===== src/rtl/alu_pkg.sv =====
// ALU execute-stage package: opcode encoding shared by the stage, the core and the bench.
package alu_pkg;

    typedef enum logic [2:0] {
        ALU_ADD = 3'd0,
        ALU_SUB = 3'd1,
        ALU_AND = 3'd2,
        ALU_OR  = 3'd3,
        ALU_XOR = 3'd4,
        ALU_SLL = 3'd5,
        ALU_SRL = 3'd6,
        ALU_SLT = 3'd7
    } alu_op_e;

    localparam int ALU_OP_WIDTH = 3;

endpackage


===== src/rtl/alu_core.sv =====
// Purely combinational ALU: computes the result of one opcode and flags a zero result.
import alu_pkg::*;

module alu_core #(
    parameter int DATA_WIDTH = 32
) (
    input  alu_op_e               op_i,
    input  logic [DATA_WIDTH-1:0] a_i,
    input  logic [DATA_WIDTH-1:0] b_i,
    output logic [DATA_WIDTH-1:0] result_o,
    output logic                  zero_o
);

    localparam int ShiftWidth = $clog2(DATA_WIDTH);

    logic [ShiftWidth-1:0] shAmt;
    logic                  lessThan;

    assign shAmt    = b_i[ShiftWidth-1:0];
    assign lessThan = $signed(a_i) < $signed(b_i);

    // Select the operation result; shifts only look at the low bits of operand B.
    always_comb begin
        result_o = '0;
        case (op_i)
            ALU_ADD: result_o = a_i + b_i;
            ALU_SUB: result_o = a_i - b_i;
            ALU_AND: result_o = a_i & b_i;
            ALU_OR:  result_o = a_i | b_i;
            ALU_XOR: result_o = a_i ^ b_i;
            ALU_SLL: result_o = a_i << shAmt;
            ALU_SRL: result_o = a_i >> shAmt;
            ALU_SLT: result_o = {{(DATA_WIDTH-1){1'b0}}, lessThan};
            default: result_o = '0;
        endcase
    end

    assign zero_o = (result_o == '0);

endmodule


===== src/rtl/alu_exec_stage.sv =====
// Single-cycle ALU execute stage with register-file read/write ports.
// Optional build macro ALU_FWD_EN: forward the EX result on a read-after-write
// hazard instead of stalling the incoming instruction for one cycle.
import alu_pkg::*;

module alu_exec_stage #(
    parameter int ADDR_WIDTH = 5,
    parameter int DATA_WIDTH = 32
) (
    input  logic                  clk,
    input  logic                  rst_n,
    input  logic                  instr_valid_i,
    output logic                  instr_ready_o,
    input  alu_op_e               instr_op_i,
    input  logic [ADDR_WIDTH-1:0] instr_rs1_i,
    input  logic [ADDR_WIDTH-1:0] instr_rs2_i,
    input  logic [ADDR_WIDTH-1:0] instr_rd_i,
    output logic [ADDR_WIDTH-1:0] raddr_a_o,
    input  logic [DATA_WIDTH-1:0] rdata_a_i,
    output logic [ADDR_WIDTH-1:0] raddr_b_o,
    input  logic [DATA_WIDTH-1:0] rdata_b_i,
    output logic [ADDR_WIDTH-1:0] waddr_c_o,
    output logic [DATA_WIDTH-1:0] wdata_c_o,
    output logic                  we_c_o,
    output logic                  res_valid_o,
    output logic                  res_zero_o,
    output logic [15:0]           retired_cnt_o
);

    logic                  exValid_q, exValid_d;
    alu_op_e               exOp_q, exOp_d;
    logic [DATA_WIDTH-1:0] exA_q, exA_d;
    logic [DATA_WIDTH-1:0] exB_q, exB_d;
    logic [ADDR_WIDTH-1:0] exRd_q, exRd_d;
    logic [15:0]           retiredCnt_q, retiredCnt_d;

    logic [DATA_WIDTH-1:0] exResult;
    logic                  exZero;
    logic                  rs1Match;
    logic                  rs2Match;
    logic                  accept;
    logic [DATA_WIDTH-1:0] operandA;
    logic [DATA_WIDTH-1:0] operandB;

    assign raddr_a_o = instr_rs1_i;
    assign raddr_b_o = instr_rs2_i;

    assign rs1Match = exValid_q && (instr_rs1_i == exRd_q);
    assign rs2Match = exValid_q && (instr_rs2_i == exRd_q);

`ifdef ALU_FWD_EN
    assign operandA      = rs1Match ? exResult : rdata_a_i;
    assign operandB      = rs2Match ? exResult : rdata_b_i;
    assign instr_ready_o = 1'b1;
`else
    logic hazard;
    assign hazard        = instr_valid_i && (rs1Match || rs2Match);
    assign operandA      = rdata_a_i;
    assign operandB      = rdata_b_i;
    assign instr_ready_o = ~hazard;
`endif

    assign accept = instr_valid_i && instr_ready_o;

    alu_core #(
        .DATA_WIDTH (DATA_WIDTH)
    ) u_alu_core (
        .op_i     (exOp_q),
        .a_i      (exA_q),
        .b_i      (exB_q),
        .result_o (exResult),
        .zero_o   (exZero)
    );

    // Next-state for the EX register and retire counter; EX fields only change on accept so the write port holds.
    always_comb begin
        exValid_d    = accept;
        exOp_d       = exOp_q;
        exA_d        = exA_q;
        exB_d        = exB_q;
        exRd_d       = exRd_q;
        retiredCnt_d = retiredCnt_q;
        if (accept) begin
            exOp_d = instr_op_i;
            exA_d  = operandA;
            exB_d  = operandB;
            exRd_d = instr_rd_i;
        end
        if (exValid_q) begin
            retiredCnt_d = retiredCnt_q + 16'd1;
        end
    end

    // EX pipeline register and counter; reset drops any in-flight instruction.
    always_ff @(posedge clk or negedge rst_n) begin
        if (!rst_n) begin
            exValid_q    <= 1'b0;
            exOp_q       <= ALU_ADD;
            exA_q        <= '0;
            exB_q        <= '0;
            exRd_q       <= '0;
            retiredCnt_q <= '0;
        end else begin
            exValid_q    <= exValid_d;
            exOp_q       <= exOp_d;
            exA_q        <= exA_d;
            exB_q        <= exB_d;
            exRd_q       <= exRd_d;
            retiredCnt_q <= retiredCnt_d;
        end
    end

    assign we_c_o        = exValid_q;
    assign res_valid_o   = exValid_q;
    assign res_zero_o    = exValid_q && exZero;
    assign waddr_c_o     = exRd_q;
    assign wdata_c_o     = exResult;
    assign retired_cnt_o = retiredCnt_q;

endmodule


===== config.mk =====
export PLATFORM = sky130hd
export DESIGN_NAME = alu_exec_stage
export DESIGN_NICKNAME = d
export VERILOG_FILES = /design/src/rtl/alu_pkg.sv /design/src/rtl/alu_core.sv /design/src/rtl/alu_exec_stage.sv
export SDC_FILE = /design/constraint.sdc
export NUM_CORES = 1
export LEC_CHECK = 0
export ABC_AREA = 1
export BUFFER_PORTS_ARGS = -buffer_cell sky130_fd_sc_hd__buf_4
export CAP_MARGIN = 20
export CORE_UTILIZATION = 40
export CTS_CLUSTER_DIAMETER = 80
export DETAILED_ROUTE_END_ITERATION = 10
export HOLD_SLACK_MARGIN = 0.15
export PLACE_DENSITY = 0.71
export SYNTH_ARGS = -nofsm -noshare
export SYNTH_HDL_FRONTEND = slang
export SYNTH_HIERARCHICAL = 1
export SYNTH_SLANG_ARGS = --single-unit

===== constraint.sdc =====
create_clock -name clk -period 3 [get_ports clk]
set_clock_uncertainty 0.2 [all_clocks]
set_input_delay 0.3 -clock clk [delete_from_list [all_inputs] [get_ports clk]]
set_output_delay 0.3 -clock clk [all_outputs]
set_load 0.05 [all_outputs]

# Word-level counts from Yosys, hierarchy flattened
# Cells that the tools add are included.
[classes] add_sub_neg=3 mul=0 div=0 order_cmp=1 eq_ne=9 n_shift=2 muxes=1 bitwise=4 reduce_logical=8
[op_table] cell="$pmux W32 S8" n=1
[op_table] cell="$add A32 B32 Y32" n=1
[op_table] cell="$and A32 B32 Y32" n=1
[op_table] cell="$logic_not A32 Y1" n=1
[op_table] cell="$lt A32 B32 Y1" n=1
[op_table] cell="$or A32 B32 Y32" n=1
[op_table] cell="$shl A32 B5 Y32" n=1
[op_table] cell="$shr A32 B5 Y32" n=1
[op_table] cell="$sub A32 B32 Y32" n=1
[op_table] cell="$xor A32 B32 Y32" n=1
[op_table] cell="$add A16 B1 Y16 const B" n=1
[op_table] cell="$eq A3 B3 Y1 const B" n=4
[op_table] cell="$eq A5 B5 Y1" n=2
[op_table] cell="$eq A3 B2 Y1 const B" n=2
[op_table] cell="$logic_and A1 B1 Y1" n=5
[op_table] cell="$eq A3 B1 Y1 const B" n=1
[op_table] cell="$logic_not A3 Y1" n=1
[op_table] cell="$logic_or A1 B1 Y1" n=1
[op_table] cell="$not A1 Y1" n=1
[word_totals] register_bits=89 latchBits=0 ramBits=0 mem_bits_ro=0 in_bits=85 memories=0

# Depth between registers and ports, before layout
[logic_depth] word_depth=6 depth_mapped=24 mapped_depth_nobuf=23

# By module
# The synthesis kept the hierarchy.
[modules_own_cells] module="alu_core" instances=1 cells_each=2068 area_each_um2=9870.7 seq_area_each_um2=0.0
[modules_own_cells] module="alu_exec_stage" instances=1 cells_each=457 area_each_um2=3993.8 seq_area_each_um2=2227.1

# Least setup slack after synthesis
# No wires, ideal clock.
[synth_timing] path_type="reg2out" startpoint="register exB_q[3]" endpoint="output res_zero_o" t_arrival_ps=3426 required_ps=2500 path_slack_ps=-926 path_stages_with_launch=21 cell_sequence="dfrtp_1 -> inv_1 -> buf_2 -> buf_1 -> ha_1 -> buf_2 -> nor2_1 -> nand3_1 -> nand3_1 -> nand2_1 -> nand2_1 -> nand2_1 -> nand3_1 -> nand4_1 -> nor2_1 -> nand2_1 -> nor2_1 -> nand2_1 -> nor2_1 -> nand2_1 -> inv_1"
[synth_between] elab_chain_cells=4 elab_cells_between_ends=11 cone_classes="add/sub (2); order compare (1); shift (2); mux (1); bitwise (3); reduce/logical (2)"
[synth_lines] item="start, declared" line="alu_exec_stage.sv:33" rtl="logic [DATA_WIDTH-1:0] exB_q, exB_d;"
[synth_lines] item="start signal, assigned" line="alu_exec_stage.sv:100" rtl="exB_q <= '0;"
[synth_lines] item="start signal, assigned" line="alu_exec_stage.sv:107" rtl="exB_q <= exB_d;"
[synth_lines] item="$sub A32 B32 Y32, or another cell as far along" line="alu_core.sv:27" rtl="ALU_SUB: result_o = a_i - b_i;"
[synth_lines] item="$pmux W32 S8 *" line="alu_core.sv:25" rtl="case (op_i)"
[synth_lines] item="net wdata_c_o[9]" line="alu_exec_stage.sv:23" rtl="output logic [DATA_WIDTH-1:0] wdata_c_o,"
[synth_lines] item="$logic_not A32 Y1 *" line="alu_core.sv:38" rtl="assign zero_o = (result_o == '0);"
[synth_lines] item="net exZero" line="alu_exec_stage.sv:38" rtl="logic exZero;"
[synth_lines] item="$logic_and A1 B1 Y1 *" line="alu_exec_stage.sv:115" rtl="assign res_zero_o = exValid_q && exZero;"
[synth_lines] item="end, declared" line="alu_exec_stage.sv:26" rtl="output logic res_zero_o,"
# The timed path passes the listed nets; every way through them passes the cells marked *.

# Final worst setup path
[layout_timing] startpoint="register exB_q[0]" endpoint="output res_zero_o"
[layout_between] elab_chain_cells=4 elab_cells_between_ends=11 cone_classes="add/sub (2); order compare (1); shift (2); mux (1); bitwise (3); reduce/logical (2)"
[layout_lines] item="$sub A32 B32 Y32, or another cell as far along" line="alu_core.sv:27"
[layout_lines] item="$pmux W32 S8 *" line="alu_core.sv:25"
[layout_lines] item="$logic_not A32 Y1 *" line="alu_core.sv:38"
[layout_lines] item="net exZero" line="alu_exec_stage.sv:38"
[layout_lines] item="$logic_and A1 B1 Y1 *" line="alu_exec_stage.sv:115"
# Marked as above.

==> metrics.txt <==
post-synthesis sequential area ratio 0.161; final worst path period share 1.31; Num CTS Buffers 9; Peak Freq 254 MHz; clock sinks 89; pin count of the biggest net entering global routing 74; area of the multi-input gates 0.0112 mm^2; DRT Pass-1 Iters 7; slew of the pin with the lowest slew margin 1.00 ns; ys async rst share 1.00; Synth warnings 6; Top Family by Delay on Critical Path simple AND/OR/NAND/NOR gates; die area 0.0354 mm^2; Final WS setup -0.933 ns; Worst Setup Start Kind register; fill count 3,191; H-tree Lvls 3; Crit Path Class register to output port; count leader, synth nand2_1; max-cap viol count 0; Hold Fails Final Rpt 0; GRT Resource Usage Total 0.413; fin. max-slew vios 0; initial antenna violation count 1; # IOs 152; final net count 3,338; syn_nets 2,710; crit path max-delay cell type dfrtp_2; fraction of layout cells with a size suffix above 1 0.341; failing checks negative setup slack; CP Data Required Time 2.50 ns; slew margin rel. 0.332; number of synthesized flops with an enable pin 0; Area contributors post-synth nand2_1 23%, nand3_1 18%, dfrtp_1 16%; Synth top area share 0.228; DR vias/cell 5.53; Yosys reg bits 89; die height 188 um; initial drt markers 2,637; Register-to-Register Path Depth 10; IO Port Bufs 151; area grow syn2layout 57.8%; Worst VDD drop 0.000568 V; RSZ-0062 raised after global routing yes; post-route ant nets 0; CTS tree done; Crit path top cell by count nand2_2; Worst-path clk slew 0.08 ns; logic depth of the worst path, buffers included 19; Final Critical Period 3.93 ns; CP max stage delay 0.48 ns; Top FF cell, synth dfrtp_1; synth unique cells 44; first-pass GRT wire length 110,000 um; static leakage 11.9 nW; Remaining DRCs 0; Post-synth top cells 841 x nand2_1, 506 x nand3_1, 355 x inv_1; Die Span X 188 um; Core Region 0.0338 mm^2; outcome finished, violations left; hold depth 3; Setup violations, final 33; Vias 20,000; crit-path cells ha_4 -> fa_2 -> buf_6 -> nand2_4 -> nand3_4 -> nand2_2 -> nand2_2 -> buf_6 -> xor2_4 -> nand2_1 -> nand4_1 -> nor2_1 -> nand2_1 -> nor2_1 -> nand2_2 -> nor2_4 -> nand2_2 -> clkinvlp_4 -> buf_8; final core utilization 0.648; Syn Inst Count 2,525; Yosys top cell by area nand2_1; GP Congestion 1.09; CP max FO 4; Post-Route WL 74,800 um; Congestion Overflow GR 0; vias in the first global route 18,600; WL per Instance 20.7 um; area of the mapped netlist 0.0139 mm^2; Initial Util 0.410; Worst Hold Slack 0.160 ns; Syn Area/Cell 5.49 um^2; Root Driver clkbuf_16; row count 67; PwrDens 555 mW/mm^2; Clk Latency, worst-skew pair 0.37 ns; post-DP HPWL 59,300 um; CP Buf/Inv Count 4; Worst Setup End Kind output port; Worst Hold Class input port to register; CTS max path bufs 2; CP arrival 3.43 ns; Register Area 0.00223 mm^2
-- sequential cells by signal (all words and copies together), names as in the netlist --
signal	flops
retired_cnt_o	16
exOp_q	3
waddr_c_o	5
res_valid_o	1
exA_q	32
exB_q	32
-- final cells by class --
cell class / instances / share of cell area
clock inverters: 7 / 0.00423
diodes: 1 / 0.000114
repair buffers: 746 / 0.286
inverters: 360 / 0.0624
clock buffers: 9 / 0.0103
multi-input cells: 1947 / 0.510
flip-flops and latches: 89 / 0.102
well taps: 448 / 0.0256
-- repair_timing --
action / 4_1_cts / 5_1_grt
setup endpoints to repair: 33 / 33
pin swaps: 71 / 43
cloned: 1 / 0
buffers inserted: 20 / 8
endpoints found under the hold margin: 144 / 0
hold buffers: 70 / 0
gates resized for setup: 334 / 143
-- logic make-up after synthesis --
logic type                 Yosys count  synth area share
and+or+nand+nor                   1665             0.518
adders and majority gates          100            0.0913
xor gates and xnor gates            24            0.0152
buffers and inverters              489             0.150
DFF                                 89             0.161
AOI/OAI and AO/OA                  158            0.0651
-- per-layer routing --
layer	vias to the layer above	track usage	routed length [um]
met5	-	0	0
met3	209	0.0749	7860
met2	1200	0.656	32800
met1	9271	0.554	30700
li1	9279	-	-
met4	0	0.153	3420
-- layout by cell type, fill, tap and decap left out, types with 34 or more instances in the layout --
| cell | synthesis | final |
|---|---|---|
| a21oi_1 | 63 | 44 |
| buf_4 | 21 | 610 |
| buf_6 | 13 | 34 |
| dfrtp_1 | 89 | 84 |
| dlygate4sd3_1 | 0 | 70 |
| ha_1 | 98 | 59 |
| inv_1 | 355 | 306 |
| inv_2 | 3 | 48 |
| nand2_1 | 841 | 755 |
| nand2_2 | 3 | 75 |
| nand3_1 | 506 | 435 |
| nand3_2 | 3 | 67 |
| nand4_1 | 39 | 39 |
| nor2_1 | 203 | 137 |
| nor2_2 | 9 | 54 |
-- per-stage QoR --
step	cell area (um^2)	setup TNS (ns)	worst slack, ns	std cells	total power, mW
finish	21900	-6.99	-0.933	3607	12.1
global route	21900	-9.50	-0.977	3606	12.7
CTS	21400	-5.62	-0.848	3600	11.6
global placement	18900	-2.06	-1.39	3497	9.35
detailed placement	18900	-2.30	-1.37	3497	9.39
floorplan	14000	-0.466	-0.466	2525	5.67
-- worst paths after layout --
| path | startpoint | end | slack [ns] |
|---|---|---|---|
| max in group asynchronous | rst_n | exB_q[19] | 1.70 |
| worst min register to register | retired_cnt_o[15] | retired_cnt_o[15] | 0.34 |
| worst max-delay path | exB_q[0] | res_zero_o | -0.93 |
| worst min-delay path | rdata_b_i[13] | exB_q[13] | 0.16 |
| min in group asynchronous | rst_n | exB_q[16] | 0.24 |
| worst max register to register | waddr_c_o[0] | exB_q[12] | 0.56 |
-- where the power goes --
group | internal, mW | total [mW] | switching, mW
combinational | 3.77 | 9.33 | 5.56
clock | 0.675 | 1.29 | 0.613
sequential | 1.36 | 1.53 | 0.173
-- worst min-delay path, stage by stage --
cell and delay (ns):
buf_4 0.11, nand3_1 0.22, nand2_1 0.08
Note: power is estimated with default switching activity, not from simulation.
